## src/rtl/rv32_pkg.sv

```systemverilog
// Shared RV32 core types: data-memory request/response bundles
// and small helpers used by the memory-side arbitration logic.
package rv32_pkg;

   localparam int unsigned XLEN = 32;

   typedef enum logic {
      PRIO_FIXED = 1'b0,
      PRIO_RR    = 1'b1
   } prio_mode_e;

   typedef struct packed {
      logic            valid;
      logic            we;
      logic [XLEN-1:0] addr;
      logic [XLEN-1:0] wdata;
   } rv32_dmem_req_t;

   typedef struct packed {
      logic            rvalid;
      logic [XLEN-1:0] rdata;
   } rv32_dmem_rsp_t;

endpackage

```

## src/rtl/rr_arb2.sv

```systemverilog
// Two-way one-hot grant: lone requester wins; on contention the one
// that did not win last wins, unless force1 hands it to requester 1.
module rr_arb2 (
   input  logic [1:0] req,
   input  logic       last_grant,
   input  logic       force1,
   output logic [1:0] gnt
);

   always_comb begin
      gnt = 2'b00;
      unique case (req)
         2'b01:   gnt = 2'b01;
         2'b10:   gnt = 2'b10;
         2'b11:   gnt = (force1 || !last_grant) ? 2'b10 : 2'b01;
         default: gnt = 2'b00;
      endcase
   end

endmodule

```

## src/rtl/dmem_arbiter.sv

```systemverilog
// Two-requester data-memory port arbiter (pipeline MEM stage vs debug/DMA)
// with single-cycle load response routing and requester-1 starvation guard.
module dmem_arbiter
   import rv32_pkg::*;
#(
   parameter int PRIO_MODE    = 1,
   parameter int STARVE_LIMIT = 4
) (
   input  logic        clk,
   input  logic        reset,
   input  logic        req0_valid,
   input  logic        req0_we,
   input  logic [31:0] req0_addr,
   input  logic [31:0] req0_wdata,
   output logic        req0_ready,
   output logic [31:0] req0_rdata,
   output logic        req0_rvalid,
   input  logic        req1_valid,
   input  logic        req1_we,
   input  logic [31:0] req1_addr,
   input  logic [31:0] req1_wdata,
   output logic        req1_ready,
   output logic [31:0] req1_rdata,
   output logic        req1_rvalid,
   output logic        mem_we,
   output logic        mem_re,
   output logic [31:0] mem_addr,
   output logic [31:0] mem_wdata,
   input  logic [31:0] mem_rdata
);

   // STARVE_LIMIT must be at least 1
   localparam int CW = $clog2(STARVE_LIMIT + 1);

   rv32_dmem_req_t req0, req1, win;
   rv32_dmem_rsp_t rsp0, rsp1;

   logic [1:0]    req_v, gnt;
   logic          xfer, force1, arb_last;
   logic          last_q, last_d;
   logic          pend_q, pend_d;
   logic          owner_q, owner_d;
   logic [CW-1:0] cnt_q, cnt_d;

   assign req0 = '{valid: req0_valid, we: req0_we,
                   addr: req0_addr, wdata: req0_wdata};
   assign req1 = '{valid: req1_valid, we: req1_we,
                   addr: req1_addr, wdata: req1_wdata};

   // Reset masks both requests so no grant can leak out.
   assign req_v    = reset ? 2'b00 : {req1.valid, req0.valid};
   assign force1   = (PRIO_MODE == int'(PRIO_FIXED)) &&
                     (cnt_q >= CW'(STARVE_LIMIT));
   assign arb_last = (PRIO_MODE == int'(PRIO_FIXED)) ? 1'b1 : last_q;

   rr_arb2 u_arb (
      .req        (req_v),
      .last_grant (arb_last),
      .force1     (force1),
      .gnt        (gnt)
   );

   always_comb begin
      xfer       = |gnt;
      win        = gnt[1] ? req1 : req0;
      req0_ready = gnt[0];
      req1_ready = gnt[1];
      mem_we     = xfer & win.we;
      mem_re     = xfer & ~win.we;
      mem_addr   = xfer ? win.addr : '0;
      mem_wdata  = xfer ? win.wdata : '0;
   end

   always_comb begin
      rsp0.rvalid = pend_q & ~reset & ~owner_q;
      rsp1.rvalid = pend_q & ~reset & owner_q;
      rsp0.rdata  = rsp0.rvalid ? mem_rdata : '0;
      rsp1.rdata  = rsp1.rvalid ? mem_rdata : '0;
      req0_rvalid = rsp0.rvalid;
      req0_rdata  = rsp0.rdata;
      req1_rvalid = rsp1.rvalid;
      req1_rdata  = rsp1.rdata;
   end

   always_comb begin
      last_d  = xfer ? gnt[1] : last_q;
      pend_d  = mem_re;
      owner_d = mem_re ? gnt[1] : owner_q;
      cnt_d   = cnt_q;
      if (!req1.valid || gnt[1])
         cnt_d = '0;
      else if (gnt[0] && (cnt_q < CW'(STARVE_LIMIT)))
         cnt_d = cnt_q + CW'(1);
   end

   always_ff @(posedge clk) begin
      if (reset) begin
         last_q  <= 1'b1;
         pend_q  <= 1'b0;
         owner_q <= 1'b0;
         cnt_q   <= '0;
      end else begin
         last_q  <= last_d;
         pend_q  <= pend_d;
         owner_q <= owner_d;
         cnt_q   <= cnt_d;
      end
   end

   // A stalled requester must keep its request stable until accepted.
   a_hold0 : assert property (@(posedge clk) disable iff (reset)
      req0_valid && !req0_ready |=> req0_valid && $stable(req0_we) &&
      $stable(req0_addr) && $stable(req0_wdata));

   a_hold1 : assert property (@(posedge clk) disable iff (reset)
      req1_valid && !req1_ready |=> req1_valid && $stable(req1_we) &&
      $stable(req1_addr) && $stable(req1_wdata));

endmodule

```

## config.mk

```make
export PLATFORM = sky130hd
export DESIGN_NAME = dmem_arbiter
export DESIGN_NICKNAME = d
export VERILOG_FILES = /design/src/rtl/rv32_pkg.sv /design/src/rtl/rr_arb2.sv /design/src/rtl/dmem_arbiter.sv
export SDC_FILE = /design/constraint.sdc
export NUM_CORES = 1
export LEC_CHECK = 0
export CAP_MARGIN = 40
export CORE_AREA = 8 8 109 111
export DETAILED_ROUTE_END_ITERATION = 8
export DIE_AREA = 0 0 117 119
export PLACE_DENSITY = 0.68
export SLEW_MARGIN = 40
export SYNTH_ARGS = -nofsm -noshare
export SYNTH_HDL_FRONTEND = slang
export SYNTH_SLANG_ARGS = --single-unit
```

## constraint.sdc

```tcl
create_clock -name clk -period 3.4 [get_ports clk]
set_clock_uncertainty 0.1 [all_clocks]
set_input_delay 0.51 -clock clk [delete_from_list [all_inputs] [get_ports clk]]
set_output_delay 0.51 -clock clk [all_outputs]
set_load 0.02 [all_outputs]
```

* Yosys cells after proc, flatten, opt, wreduce, memory -nomap -nowiden
Index checks and enable logic that the tools add are counted.
** Word-level totals
- Output and inout bits :: 134
- Bits of input ports :: 166
- Word-level logic and storage cells :: 23
- Register bits :: 3
** Operators by class
- Multiplexer cells :: 8
- Equal/unequal tests :: 3
- Bitwise gates (word level) :: 8
- Reduce and logical (&&, ||, !) cells :: 1
** Operator list (number)
- two-way mux 32 bit :: 4
- two-way mux 65 bit :: 1
- case mux 2 bit (3 select lines) :: 1
- AND 1 bit :: 5
- == test 2 bit (second input constant) :: 2
- two-way mux 2 bit :: 2
- NOT 1 bit :: 3
- == test 2 x 1 -> 1 bit (second input constant) :: 1
- OR reduction 2 bit :: 1

* Logic depth before layout (Yosys ltp)
Gate-level depths: netlist of the first run.
- Depth in word-level cells :: 6
- Depth in mapped cells :: 5
- Gate-level depth less buffers :: 3

* Cells and area by module
Synthesis of the first run repeated with hierarchy kept, for this count alone.
** Second synthesis, totals
- Cell total of the unflattened synthesis :: 213
- Area, all modules :: 1353.8 um^2
** Modules (own cells, without submodules)
- dmem_arbiter :: area each 1323.8 um^2, cells an instance 209, sequential area each 60.1 um^2, instances 1
- rr_arb2 :: area each 30.0 um^2, cells an instance 4, sequential area each 0.0 um^2, instances 1

* Worst setup path after synthesis of the first run
OpenSTA, ideal clock, no wires.
- Path kind :: input-to-output
- Start point :: input port req0_valid
- End point :: output port mem_wdata[22]
- Buffers on the path :: 2
- Arrival time :: 1435 ps
- Data required time :: 2790 ps
- Path slack :: 1355 ps
- Cell stages on the path :: 5
- Cell sequence :: and2_2 > buf_4 > buf_2 > o21ai_0 > a21oi_1
** On the way
- Word-level cells in the longest chain between the ends :: 5
- Elaborated cells on any way between the ends :: 8
- Those cells by class :: eq/ne (3); mux (4); reduce/logical (1)
** Ends and longest elaborated chain
- start: declaration :: RTL line dmem_arbiter.sv:11 : input logic req0_valid,
- two-way mux 2 bit (*) :: RTL line dmem_arbiter.sv:51 : assign req_v = reset ? 2'b00 : {req1.valid, req0.valid};
- == test 2 bit or == test 2 x 1 -> 1 bit (tied branches) :: RTL line rr_arb2.sv:12 : unique case (req)
- case mux 2 bit (3 select lines) (*) :: RTL line rr_arb2.sv:12
- two-way mux 65 bit or OR reduction 2 bit (tied branches) :: RTL line dmem_arbiter.sv:65, dmem_arbiter.sv:64
- two-way mux 32 bit (*) :: RTL line dmem_arbiter.sv:71 : mem_wdata = xfer ? win.wdata : '0;
- end: declaration :: RTL line dmem_arbiter.sv:28 : output logic [31:0] mem_wdata,
Mark *: on every way between the ends. The rest lies on a longest branch, timed or not.

* Worst setup path after layout of the first run
- Start point :: input port req1_valid
- End point :: output port mem_addr[6]
** On the way
- Word-level cells in the longest chain between the ends :: 5
- Elaborated cells on any way between the ends :: 8
- Those cells by class :: eq/ne (3); mux (4); reduce/logical (1)
** Ends and longest elaborated chain
- start: declaration :: RTL line dmem_arbiter.sv:18 : input logic req1_valid,
- two-way mux 2 bit (*) :: RTL line dmem_arbiter.sv:51
- == test 2 bit or == test 2 x 1 -> 1 bit (tied branches) :: RTL line rr_arb2.sv:12
- case mux 2 bit (3 select lines) (*) :: RTL line rr_arb2.sv:12
- two-way mux 65 bit or OR reduction 2 bit (tied branches) :: RTL line dmem_arbiter.sv:65, dmem_arbiter.sv:64
- two-way mux 32 bit (*) :: RTL line dmem_arbiter.sv:70 : mem_addr = xfer ? win.addr : '0;
- end: declaration :: RTL line dmem_arbiter.sv:27 : output logic [31:0] mem_addr,
Marks and branches as above.

==> impl_results.rst, run 1 <==
.. list-table::
   :header-rows: 1

   * - Metric
     - Value
   * - Area growth, synth to finish
     - 180%
   * - Worst-case vdd ir drop
     - 0.0883 mV
   * - Non-filler instance count after layout
     - 732
   * - Final-report max-slew violation count
     - 0
   * - Chip Width
     - 117 µm
   * - Placed cells
     - 728
   * - Fill count
     - 1032
   * - Clock period minus final worst setup slack
     - 3310 ps
   * - Slowest cell on the critical path
     - clkdlybuf4s50_1
   * - Clock transition at the registers of the reported paths
     - 30 ps
   * - Hold crit path type
     - reg2reg
   * - Drt initial violations
     - 189
   * - Global-route usage over all layers
     - 0.180
   * - Part of the Yosys area used for sequential elements
     - 0.0338
   * - Global-route wire length before repair
     - 19900 µm
   * - Worst Setup Path Type
     - in2out
   * - Launching instance or port of the critical path
     - req1_valid
   * - Number of nets in the synthesized netlist
     - 487
   * - Layout cell share with drive strength beyond 1
     - 0.0369
   * - DRT Pass-1 Iters
     - 4
   * - Clock tree from TritonCTS
     - built
   * - Htree depth
     - 1
   * - Pwr per Cell Area
     - 149 nW/µm²
   * - Logic depth of the worst register-to-register path
     - 4
   * - Number of warnings reported in the yosys synthesis log
     - 0
   * - Dominant cell type by count on the critical path
     - clkdlybuf4s50_1
   * - Max Fclk
     - 303 MHz
   * - Antenna violations before repair
     - 0
   * - Placed wire-length estimate after detailed placement
     - 11400 µm
   * - Maximum number of pins on one net before global-route repair
     - 44
   * - Height of the die
     - 119 µm
   * - Buffers on Ports
     - 299
   * - Setup total negative slack
     - 0 ps
   * - Final number of hold-violating endpoints
     - 0
   * - Share of the synthesized area in compound gates (AO/OA/AOI/OAI)
     - 0.383
   * - Total clock buffers created by CTS
     - 3
   * - Area share of xor/xnor cells in the synthesized design
     - 0
   * - Number of global-route vias before repair
     - 3311
   * - Clock Path Buffers
     - 2
   * - Summed instance area of the synthesized netlist
     - 1780 µm²
   * - Antenna cell count
     - 0
   * - Critical Path, Cell by Cell
     - clkdlybuf4s50_1 -> and2b_2 -> buf_12 -> nand3_1 -> a21oi_1 -> clkdlybuf4s50_1
   * - CP peak stage delay
     - 660 ps
   * - Unique masters post-synth
     - 22
   * - Average routed wire per standard cell
     - 18.8 µm
   * - Gate count after technology mapping
     - 321
   * - Simple-Gate Fraction of Synth Area
     - 0.463
   * - Worst rel slew slack
     - 0.639
   * - Number of placed I/O pins
     - 300
   * - Crit path to
     - mem_addr[6]
   * - RePlAce Congestion
     - 0.800
   * - Number of remaining DRC errors
     - 0
   * - Starting Density
     - 0.176
   * - Synth Area in Adders
     - 0
   * - Final setup violation count
     - 0
   * - Arr. time, crit path
     - 2700 ps
   * - Placeable core area
     - 10100 µm²
   * - Max-cap check violation count
     - 0
   * - Number of placement rows
     - 37
   * - Footprint of the multi-input gates
     - 1520 µm²
   * - Crit share post-route
     - 0.972
   * - Dominant combinational cell family by area after synthesis
     - simple AND/OR/NAND/NOR gates
   * - Flip-flop and latch count after synthesis
     - 3
   * - Transition time at the pin with the least slew margin
     - 541 ps
   * - Setup crit end kind
     - output pin
   * - Storage cell area
     - 60.1 µm²
   * - ANT nets after route
     - 0
   * - Type of element launching the critical path
     - primary input
   * - Unrepaired setup endpoints after global routing
     - false
   * - Multiplexer area fraction after synthesis
     - 0
   * - Critical path fanouts, max
     - 32
   * - Detailed-route vias per instance
     - 4.67
   * - Synthesized area divided by synthesized cell count
     - 5.53 µm²
   * - Setup slack of the most critical reg-to-reg path
     - 2090 ps
   * - Crit Reg-Reg Endpoint
     - pend_q
   * - Reg2reg start
     - arb_last
   * - Status
     - complete, no violations
   * - Standby leakage power
     - 1.73 nW
   * - Setup fix buffers added after clock tree synthesis
     - 0
   * - Number of buffers added to fix hold violations after cts
     - 0
   * - Clock insertion delay at the later pin of the skew report
     - 210 ps
   * - Data required time of the worst path
     - 2790 ps
   * - Resize count post-CTS
     - 0
   * - Library cell used as clock root buffer
     - clkbuf_8
   * - Count of nets after finishing
     - 763
   * - Final Routed Wirelength
     - 13800 µm
   * - Count of clock tree sinks
     - 3
   * - Global route overflow
     - 0
   * - Die Area
     - 13900 µm²
   * - Number of vias after detailed routing
     - 3418
-- state kept, by name (all words and copies together) (netlist names) --
signal / count
owner_q: 1
arb_last: 1
pend_q: 1
-- cells in the mapped netlist --
library cell  instances  area [µm²]
a21oi_1              65         325
and2_1               64         400
nor3b_1               1        7.51
nand2_1               1        3.75
a22oi_1               1        7.51
clkbuf_2              1        5.00
nor2b_1               2        12.5
o21ai_1              40         200
and3b_1               3        26.3
nor3b_2               1        12.5
and2_2                1        7.51
and2b_1               1        7.51
dfxtp_1               3        60.1
buf_2                13        65.1
nand2b_1              1        6.26
nor2_1                2        7.51
nand3_1              65         325
buf_4                11        82.6
o21ai_0              25         125
clkbuf_1             16        60.1
nor3_1                1        5.00
o21bai_1              3        22.5
-- through the flow --
step                      hold slack (ps)  utilization  power, mW  setup slack, ps  instance area [µm²]
after floorplan                       401            -      0.272             1350                 1780
after global placement                429        0.488      0.633              127                 4930
after detailed placement              437        0.488      0.638              112                 4930
after CTS                             443        0.493      0.748             87.8                 4970
after global routing                  494        0.493      0.788             15.9                 4970
final                                 439        0.493      0.740             94.5                 4970
-- metal layers --
| layer | global-route usage | wire length (µm) | vias to the layer above |
|---|---|---|---|
| met5 | 0 | 0 | - |
| met4 | 0.0312 | 227 | 0 |
| met3 | 0.0465 | 1250 | 18 |
| met2 | 0.347 | 7220 | 183 |
| met1 | 0.190 | 5060 | 1527 |
| li1 | - | - | 1690 |
-- cells by family after synthesis --
group / Yosys count
AOI/OAI and AO/OA: 134
DFF: 3
and+or+nand+nor: 143
buffers and inverters: 41
-- worst max-delay path, delay by kind of cell --
kind	cells	cell delay [ps]
buffers and inverters	3	1520
AO/OA/AOI/OAI	1	200
AND/OR/NAND/NOR	2	450
-- power breakdown --
part / switching [mW] / internal, mW / total (mW)
combinational: 0.261 / 0.336 / 0.597
sequential: 0.00153 / 0.0375 / 0.0390
clock: 0.0234 / 0.0800 / 0.103
-- cell type report --
class	count	share of cell area
sequential	3	0.0121
clock buffer	4	0.00906
tap	136	0.0342
multi-input combinational	277	0.306
timing repair buffer	312	0.639
-- how the worst min path moves through the flow --
stage	start	end	slack [ps]	depth (start not counted)
2_1_floorplan	arb_last	arb_last	400	2
5_1_grt	arb_last	arb_last	490	2
6_report	owner_q	owner_q	440	2
3_5_place_dp	owner_q	owner_q	440	2
3_3_place_gp	owner_q	owner_q	430	2
4_1_cts	owner_q	owner_q	440	2
-- layout by cell type (no fill, tap or decap), drive strengths merged --
master           n
nor2b            2
and2            65
nor3b            2
clkdlybuf4s50  299
nor3             1
nand2b           1
a22oi            1
and2b            1
nand2            1
clkbuf           4
o21bai           3
and3b            3
o21ai           65
nor2             2
dfxtp            3
buf             13
a21oi           65
nand3           65
Power figures use the tool's default switching activity.
==> run 2: changes to the inputs <==
--- a/config.mk
+++ b/config.mk
@@ -9,7 +9,7 @@
 export CORE_AREA = 8 8 109 111
 export DETAILED_ROUTE_END_ITERATION = 8
 export DIE_AREA = 0 0 117 119
-export PLACE_DENSITY = 0.68
+export PLACE_DENSITY = 0.64
 export SLEW_MARGIN = 40
 export SYNTH_ARGS = -nofsm -noshare
 export SYNTH_HDL_FRONTEND = slang
==> run 2 against run 1 <==
Global-route usage is 0.18 points higher. Fmax grew 6.5%. Worst setup slack improved by 200 ps. Critical path depth did not move. Sequential share of layout area barely moved. Largest cell class unchanged. Sequential power about the same. Critical path type unchanged.
==> impl_results.rst, run 2 (synthesized netlist as in run 1, its figures left out) <==
.. list-table::
   :header-rows: 1

   * - Metric
     - Value
   * - Status
     - complete, no violations
   * - Footprint of the multi-input gates
     - 1520 µm²
   * - Data required time of the worst path
     - 2790 ps
   * - Detailed-route vias per instance
     - 4.66
   * - Clock Path Buffers
     - 2
   * - Arr. time, crit path
     - 2490 ps
   * - Clock transition at the registers of the reported paths
     - 30 ps
   * - Library cell used as clock root buffer
     - clkbuf_8
   * - Clock period minus final worst setup slack
     - 3100 ps
   * - ANT nets after route
     - 0
   * - Htree depth
     - 1
   * - Crit share post-route
     - 0.913
   * - Height of the die
     - 119 µm
   * - Maximum number of pins on one net before global-route repair
     - 55
   * - Origin of the worst min-delay path
     - owner_q
   * - Number of placement rows
     - 37
   * - DRT Pass-1 Iters
     - 4
   * - Clock tree from TritonCTS
     - built
   * - Clock insertion delay at the later pin of the skew report
     - 210 ps
   * - Critical path fanouts, max
     - 44
   * - Die Area
     - 13900 µm²
   * - Storage cell area
     - 60.1 µm²
   * - Standby leakage power
     - 1.74 nW
   * - Pwr per Cell Area
     - 149 nW/µm²
   * - Antenna violations before repair
     - 1
   * - Max-cap check violation count
     - 0
   * - RePlAce Congestion
     - 0.872
   * - Area growth, synth to finish
     - 180%
   * - Final-report max-slew violation count
     - 0
   * - Global-route usage over all layers
     - 0.182
   * - Hold crit path type
     - reg2reg
   * - Worst rel slew slack
     - 0.783
   * - Count of clock tree sinks
     - 3
   * - Resize count post-CTS
     - 0
   * - Unrepaired setup endpoints after global routing
     - false
   * - Placed cells
     - 731
   * - Fill count
     - 1018
   * - Top library cells by usage in the layout, fill and taps aside
     - clkdlybuf4s50_1 (298), nand3_1 (65), a21oi_1 (65)
   * - Chip Width
     - 117 µm
   * - Starting Density
     - 0.176
   * - Number of remaining DRC errors
     - 0
   * - Buffers on Ports
     - 299
   * - Number of vias after detailed routing
     - 3426
   * - Final Routed Wirelength
     - 13900 µm
   * - Number of placed I/O pins
     - 300
   * - Total clock buffers created by CTS
     - 3
   * - Non-filler instance count after layout
     - 735
   * - Number of global-route vias before repair
     - 3337
   * - Type of element launching the critical path
     - primary input
   * - Worst Setup Path Type
     - in2out
   * - Global route overflow
     - 0
   * - Final setup violation count
     - 0
   * - Setup crit end kind
     - output pin
   * - Drt initial violations
     - 201
   * - Layout cell share with drive strength beyond 1
     - 0.0434
   * - Setup fix buffers added after clock tree synthesis
     - 0
   * - Final number of hold-violating endpoints
     - 0
   * - Number of buffers added to fix hold violations after cts
     - 0
   * - Antenna cell count
     - 0
   * - Transition time at the pin with the least slew margin
     - 326 ps
   * - Placeable core area
     - 10100 µm²
   * - Max Fclk
     - 322 MHz
   * - Global-route wire length before repair
     - 20000 µm
   * - Average routed wire per standard cell
     - 18.9 µm
   * - Most frequent standard cell in the layout excluding fill and tap cells
     - clkdlybuf4s50_1
   * - Count of nets after finishing
     - 766
   * - Launching instance or port of the critical path
     - req0_valid
   * - Setup total negative slack
     - 0 ps
   * - Reg2reg start
     - arb_last
   * - Placed wire-length estimate after detailed placement
     - 11400 µm
   * - Worst-case vdd ir drop
     - 0.0831 mV
-- run 2: final cells by class --
type                    instances  area share
repair buffers                315       0.639
flip-flops and latches          3      0.0121
clock buffers                   4     0.00907
well taps                     136      0.0342
multi-input cells             277       0.306
-- run 2: metal layers --
metal	global-route usage	wire (µm)	vias up
met5	0	10	-
met4	0.0304	232	2
met3	0.0581	1360	14
met2	0.347	7260	169
met1	0.188	5060	1548
li1	-	-	1693
-- run 2: final timing paths --
kind,slack (ps),endpoint,depth (start not counted)
min,430,owner_q,2
min reg2reg,430,owner_q,2
max reg2reg,2150,pend_q,4
max,300,mem_addr[31],6
-- run 2: stage by stage --
| stage | util | hold slack, ps | setup slack [ps] | instance area (µm²) | total power [mW] |
|---|---|---|---|---|---|
| 5_1_grt | 0.492 | 457 | 111 | 4970 | 0.787 |
| 2_1_floorplan | - | 401 | 1350 | 1780 | 0.272 |
| 3_3_place_gp | 0.488 | 423 | 266 | 4920 | 0.634 |
| 6_report | 0.492 | 430 | 297 | 4970 | 0.739 |
| 4_1_cts | 0.492 | 430 | 271 | 4970 | 0.748 |
| 3_5_place_dp | 0.488 | 426 | 274 | 4920 | 0.639 |
-- run 2: worst max-delay path, stage by stage --
cell and delay, ps:
clkdlybuf4s50_1 480, and2_2 290, buf_12 240, o21ai_0 140, a21oi_1 170, clkdlybuf4s50_1 630
-- run 2: power by group --
group | switching [mW] | leakage (nW) | total [mW] | internal [mW]
clock | 0.0237 | 0.0228 | 0.104 | 0.0800
combinational | 0.261 | 1.69 | 0.596 | 0.335
sequential | 0.00155 | 0.0248 | 0.0390 | 0.0375
total | 0.287 | 1.74 | 0.739 | 0.452
